`config.mk`:
```
export PLATFORM = sky130hd
export DESIGN_NAME = ifetch_queue
export DESIGN_NICKNAME = d
export VERILOG_FILES = /design/src/rtl/ifetch_queue.sv
export SDC_FILE = /design/constraint.sdc
export NUM_CORES = 1
export LEC_CHECK = 0
export BUFFER_PORTS_ARGS = -buffer_cell sky130_fd_sc_hd__buf_4
export CAP_MARGIN = 0
export CORE_MARGIN = 5
export CORE_UTILIZATION = 25
export DETAILED_ROUTE_END_ITERATION = 7
export HOLD_SLACK_MARGIN = 0.15
export PLACE_DENSITY_LB_ADDON = 0.15
export SYNTH_ARGS = -nofsm -noshare
export SYNTH_HDL_FRONTEND = slang
export SYNTH_SLANG_ARGS = --single-unit
```
`constraint.sdc`:
```
create_clock -name clk -period 2.8 [get_ports clk]
set_clock_uncertainty 0.15 [all_clocks]
set_input_delay 0 -clock clk [delete_from_list [all_inputs] [get_ports clk]]
set_output_delay 0 -clock clk [all_outputs]
set_load 0.05 [all_outputs]
```
`src/rtl/ifetch_queue.sv`:
```
// ifetch_queue: owns the fetch PC, issues word-aligned fetches (one outstanding), queues {inst, pc} for decode.
// Latency: redirect at edge N -> request in cycle N+1, response N+2, inst_valid N+3; 1 inst / 2 cycles steady state.
// Backpressure: inst_ready low fills the queue to DEPTH, then requests stop; a redirect flushes queue and in-flight fetch.
//
// Ports: clk/rst (sync, active-high); imem_req_* request channel (valid/ready, addr = fetch PC);
//        imem_resp_valid/data return path; redirect_valid/pc from branch logic; inst_valid/ready/data/pc to decode;
//        fetch_fault flags a misaligned redirect.
// Optional: define IFQ_ALIGN_CHECK_EN to fault and halt on misaligned redirects; otherwise redirect_pc[1:0] is
//           forced to 00 and fetch_fault is tied low.
module ifetch_queue #(
    parameter int          DEPTH    = 4,
    parameter logic [31:0] RESET_PC = 32'h0000_0000
) (
    input  logic        clk,
    input  logic        rst,
    output logic        imem_req_valid,
    input  logic        imem_req_ready,
    output logic [31:0] imem_req_addr,
    input  logic        imem_resp_valid,
    input  logic [31:0] imem_resp_data,
    input  logic        redirect_valid,
    input  logic [31:0] redirect_pc,
    output logic        inst_valid,
    input  logic        inst_ready,
    output logic [31:0] inst_data,
    output logic [31:0] inst_pc,
    output logic        fetch_fault
);
    localparam int AW = $clog2(DEPTH);
    localparam int CW = AW + 1;
    localparam logic [CW-1:0] DEPTH_C = CW'(DEPTH);

    typedef enum logic [1:0] {S_REQ, S_WAIT, S_DROP, S_HALT} state_t;

    state_t          state, state_nx;
    logic [31:0]     fetch_pc, pc_nx;
    logic [31:0]     req_pc, req_pc_nx;     // PC of the request currently outstanding
    logic [CW-1:0]   count, count_nx;
    logic [AW-1:0]   rd_ptr, rd_nx, wr_ptr, wr_nx;
    logic            pend, pend_nx;         // S_HALT still owes a response that must be swallowed
    logic            req_valid_q, inst_valid_q;
    logic [31:0]     inst_data_q, inst_pc_q;
    logic [31:0]     q_data [DEPTH];
    logic [31:0]     q_pc   [DEPTH];
    logic            wr_en, deq, req_hs, outstanding;
    logic [31:0]     redirect_eff, head_data_nx, head_pc_nx;

`ifdef IFQ_ALIGN_CHECK_EN
    logic            fault_q, fault_nx;
    assign redirect_eff = redirect_pc;
    assign fetch_fault  = fault_q;
`else
    assign redirect_eff = redirect_pc & ~32'h3;
    assign fetch_fault  = 1'b0;
`endif

    assign imem_req_valid = req_valid_q;
    assign imem_req_addr  = fetch_pc;
    assign inst_valid     = inst_valid_q;
    assign inst_data      = inst_data_q;
    assign inst_pc        = inst_pc_q;

    assign deq    = inst_valid_q & inst_ready;
    assign req_hs = req_valid_q & imem_req_ready;
    // A response is still owed after this edge. A response arriving in the redirect cycle itself is
    // consumed (and discarded) right now, so it must not leave the FSM waiting for one that never comes.
    assign outstanding = req_hs |
                         (~imem_resp_valid & ((state == S_WAIT) | (state == S_DROP) | ((state == S_HALT) & pend)));

    always_comb begin
        state_nx  = state;
        pc_nx     = fetch_pc;
        req_pc_nx = req_pc;
        count_nx  = count;
        rd_nx     = rd_ptr;
        wr_nx     = wr_ptr;
        pend_nx   = pend;
        wr_en     = 1'b0;
`ifdef IFQ_ALIGN_CHECK_EN
        fault_nx  = fault_q;
`endif
        if (redirect_valid) begin
            // Flush wins over any same-cycle dequeue or enqueue.
            count_nx = '0;
            rd_nx    = '0;
            wr_nx    = '0;
            pc_nx    = redirect_eff;
            pend_nx  = 1'b0;
            state_nx = outstanding ? S_DROP : S_REQ;
`ifdef IFQ_ALIGN_CHECK_EN
            if (redirect_pc[1:0] != 2'b00) begin
                state_nx = S_HALT;
                pend_nx  = outstanding;
                fault_nx = 1'b1;
            end else begin
                fault_nx = 1'b0;
            end
`endif
        end else begin
            case (state)
                S_REQ: begin
                    if (req_hs) begin
                        req_pc_nx = fetch_pc;
                        pc_nx     = fetch_pc + 32'd4;
                        state_nx  = S_WAIT;
                    end
                end
                S_WAIT: begin
                    // A slot is guaranteed: the request was only issued while count < DEPTH.
                    if (imem_resp_valid) begin
                        wr_en    = 1'b1;
                        wr_nx    = wr_ptr + AW'(1);
                        state_nx = S_REQ;
                    end
                end
                S_DROP: begin
                    if (imem_resp_valid) state_nx = S_REQ;
                end
                S_HALT: begin
                    if (imem_resp_valid) pend_nx = 1'b0;
                end
                default: state_nx = S_REQ;
            endcase
            if (deq) rd_nx = rd_ptr + AW'(1);
            count_nx = count + CW'(wr_en) - CW'(deq);
        end
        // Next head entry, with write-through when the new word lands directly at the head.
        head_data_nx = (wr_en && (wr_ptr == rd_nx)) ? imem_resp_data : q_data[rd_nx];
        head_pc_nx   = (wr_en && (wr_ptr == rd_nx)) ? req_pc         : q_pc[rd_nx];
    end

    always_ff @(posedge clk) begin
        if (rst) begin
            state        <= S_REQ;
            fetch_pc     <= RESET_PC;
            req_pc       <= RESET_PC;
            count        <= '0;
            rd_ptr       <= '0;
            wr_ptr       <= '0;
            pend         <= 1'b0;
            req_valid_q  <= 1'b0;
            inst_valid_q <= 1'b0;
            inst_data_q  <= '0;
            inst_pc_q    <= '0;
`ifdef IFQ_ALIGN_CHECK_EN
            fault_q      <= 1'b0;
`endif
        end else begin
            state        <= state_nx;
            fetch_pc     <= pc_nx;
            req_pc       <= req_pc_nx;
            count        <= count_nx;
            rd_ptr       <= rd_nx;
            wr_ptr       <= wr_nx;
            pend         <= pend_nx;
            req_valid_q  <= (state_nx == S_REQ) && (count_nx < DEPTH_C);
            inst_valid_q <= (count_nx != '0);
            // Outputs hold their last value while the queue is empty.
            if (count_nx != '0) begin
                inst_data_q <= head_data_nx;
                inst_pc_q   <= head_pc_nx;
            end
            if (wr_en) begin
                q_data[wr_ptr] <= imem_resp_data;
                q_pc[wr_ptr]   <= req_pc;
            end
`ifdef IFQ_ALIGN_CHECK_EN
            fault_q      <= fault_nx;
`endif
        end
    end
endmodule
```
==> metrics.md <==
| Metric | Value |
|---|---|
| Fin util | 34.86% |
| Max-slew violations | 0 |
| Run status | complete, no violations |
| Total routed wirelength | 46670 µm |
| Deepest clock path buffer count | 3 |
| DP Worst Slack | -84.32 ps |
| Internal power | 9.766 mW |
| Worst Slack Setup Final | 47.82 ps |
| Synth Instances | 1100 |
| Setup TNS | 0 ps |
| RSZ-0062 raised after global routing | yes |
| Routed wire per std cell | 20.68 µm |
| Ys async rst share | 0% |
| Final instance area | 20920 µm² |
| Die area | 65360 µm² |
| Synth top cells by count | 248 x edfxtp_1, 133 x dfxtp_1, 118 x o21ai_0 |
| Kind of critical path | reg2reg |
| Syn_area_per_cell | 13.72 µm² |
| WP data arrival | 3080 ps |
| Placed insts | 2018 |
| Max Freq | 0.3633 GHz |
| Yosys cell types | 46 |
| Layout Nets | 1520 |
| Die width | 255.7 µm |
| Filler Cells Inserted | 5885 |
| TritonRoute pass-1 iters | 5 |
| Final min period | 2752 ps |
| Slew headroom | 64.62% |
| Synthesized area | 15090 µm² |
| Proportion of layout cells with a drive suffix above 1 | 27.19% |
| Multi-input gate area | 4777 µm² |
| Placed Area | 17650 µm² |
| Root buf cell | clkbuf_16 |
| # rows | 90 |
| Final Hold Viols | 0 |
| DP HPWL | 26140 µm |
| Sequential Area | 10110 µm² |
| TritonCTS Buffers | 44 |
| Switching share of power | 24.35% |
| RD Place Congestion | 0.7308 |
| Worst Path Required | 3130 ps |
| Synth area leaders | edfxtp_1 49%, dfxtp_1 18%, mux4_2 9.3%, o21ai_0 3.9%, a31oi_1 2.6% |
| Top-count cell post-synth | edfxtp_1 |
| FF+latch count, synth | 381 |
| Initial antenna violation count | 0 |
| Total of max-cap violations | 0 |
| Number of enable flip-flop cells after synthesis | 248 |
| P_leak | 7.020 nW |
| Crit-path max FO | 8 |
| H-Tree Depth | 2 |
| Initial drt markers | 648 |
| ANT cells | 0 |
| Worst hold slack | 190.3 ps |
| Peak supply drop | 0.3222 mV |
| Tot Pwr | 12.91 mW |
| Synth Flop Type | edfxtp_1 |
| CORE AREA | 60020 µm² |
| Hold WC Path Type | in2reg |
| Yosys Warn Count | 0 |
| Vias per std cell | 4.653 |
| Clk_lat worst skew | 570 ps |
| Power density over the cells | 617.0 nW/µm² |
| Post-route clock period utilization | 98.29% |
| I/O Pins | 169 |
| Clk network pwr share | 41.9% |
| Reg clk slew, reported paths | 60 ps |
| Total clock sinks | 381 |
| Seq pwr share | 47.9% |
| Synth area leader | edfxtp_1 |
| Via count | 10500 |
| Post-route insts no fill | 2257 |
| Detail Route Antenna Nets | 0 |
| CP Capture Type | flop |
| DRC | 0 |
| Initial Util | 25.14% |
| Seq/Total Area, Yosys | 67.01% |
| Comb pwr share | 10.2% |
| PortBufs | 161 |
| Synthesis-to-finish area growth | 38.67% |
| Worst-Margin Slew | 530.6 ps |
| Worst setup SP type | flop |
| GRT Total Usage | 13.84% |
| CTS tree | done |
| Gr ovfl total | 0 |
| Vias in the first global route | 11110 |
| Largest net degree at the start of global routing | 63 |
| Setup violations, final | 0 |
| Chip height | 255.7 µm |
| First-pass GRT wire length | 70540 µm |
| Area share of the largest cell type after synthesis | 49.36% |
| Net Sw Power | 3.143 mW |
[sequential cells by signal, indices dropped and copies added (netlist names), 3 cells and up]
| register | flops |
|---|---|
| count | 3 |
| inst_data | 32 |
| q_data | 128 |
| req_pc | 30 |
| imem_req_addr | 30 |
| inst_pc | 30 |
| q_pc | 120 |
[layout make-up]
| class | count | area share [%] |
|---|---|---|
| sequential | 381 | 48.34 |
| multi-input combinational | 623 | 22.83 |
| timing repair buffer | 377 | 17.52 |
| clock buffer | 73 | 6.178 |
| tap | 782 | 4.677 |
| clock inverter | 9 | 0.2392 |
| inverter | 12 | 0.2153 |
[placed cells by master (no fill, tap or decap), types with 5 or more instances in the layout]
cell | Yosys | layout
clkinv_2 | 0 | 5
nor4_1 | 13 | 13
a211oi_1 | 19 | 19
conb_1 | 1 | 5
clkbuf_16 | 0 | 53
edfxtp_1 | 248 | 248
a21oi_1 | 40 | 39
dlygate4sd3_1 | 0 | 141
a31oi_1 | 63 | 62
o21ai_0 | 118 | 95
dfxtp_1 | 133 | 130
and4_1 | 6 | 6
ha_1 | 10 | 6
xor2_1 | 11 | 11
buf_12 | 0 | 22
nand4_1 | 6 | 6
o21ai_2 | 0 | 13
mux4_2 | 62 | 62
nand2_1 | 84 | 83
inv_1 | 11 | 9
nor3_1 | 8 | 8
and2_1 | 13 | 9
nand3_1 | 69 | 69
buf_4 | 6 | 202
clkbuf_1 | 66 | 23
o21ai_1 | 10 | 19
xnor2_1 | 18 | 15
nor2_1 | 36 | 35
[worst paths after layout]
path / from / end / slack (ps) / cells after the start
setup / recovery: state[1] / inst_data[21] / 50 / 14
hold / removal: rst / req_pc[11] / 190 / 3
setup reg to reg: state[1] / inst_data[21] / 50 / 14
hold reg to reg: inst_pc[26] / inst_pc[26] / 370 / 2
[power groups by stage]
stage          sequential, mW  clock [mW]  combinational (mW)
2_1_floorplan            6.61           0               0.278
3_3_place_gp             6.30           0                1.03
3_5_place_dp             6.30           0                1.03
4_1_cts                  6.19        5.61                1.27
5_1_grt                  6.20        5.86                1.40
6_report                 6.19        5.41                1.32
[worst max-delay path: stages, from the launching register on]
cell	delay, ps
dfxtp_2	320
inv_2	70
ha_4	140
nand2_4	50
ha_4	260
inv_2	40
ha_4	150
fa_2	370
xnor2_2	160
xnor2_2	160
a21oi_4	200
buf_12	200
clkbuf_16	180
o21ai_0	80
a31oi_1	140
[metal layers]
layer / vias up / GRT usage [%] / wire, µm
met5: - / 0 / 0
met1: 5314 / 19.22 / 22180
met2: 239 / 22.30 / 21560
met4: 0 / 3.268 / 687
met3: 42 / 3.009 / 2251
li1: 4907 / - / -
[logic make-up (layout without fill, tap and decap cells)]
kind of cell / count (synthesis) / in the layout / share of synthesized area [%]
other: 1 / 5 / 0.02486
buffers and inverters: 100 / 471 / 2.753
DFF: 381 / 381 / 67.01
adders and majority gates: 11 / 11 / 0.9620
AOI/OAI and AO/OA: 256 / 256 / 9.471
muxes: 70 / 70 / 9.836
xor gates and xnor gates: 30 / 30 / 1.791
and+or+nand+nor: 251 / 251 / 8.152
[repair_timing]
action | in CTS | in global routing
hold buffers | 141 | 0
buffers inserted | 5 | 1
pin swaps | 1 | 10
hold endpoints to repair | 239 | 0
resized for setup | 12 | 55
cloned | 5 | 8
endpoints found under the setup margin | 40 | 66
Note: power is estimated with default switching activity, not from simulation.
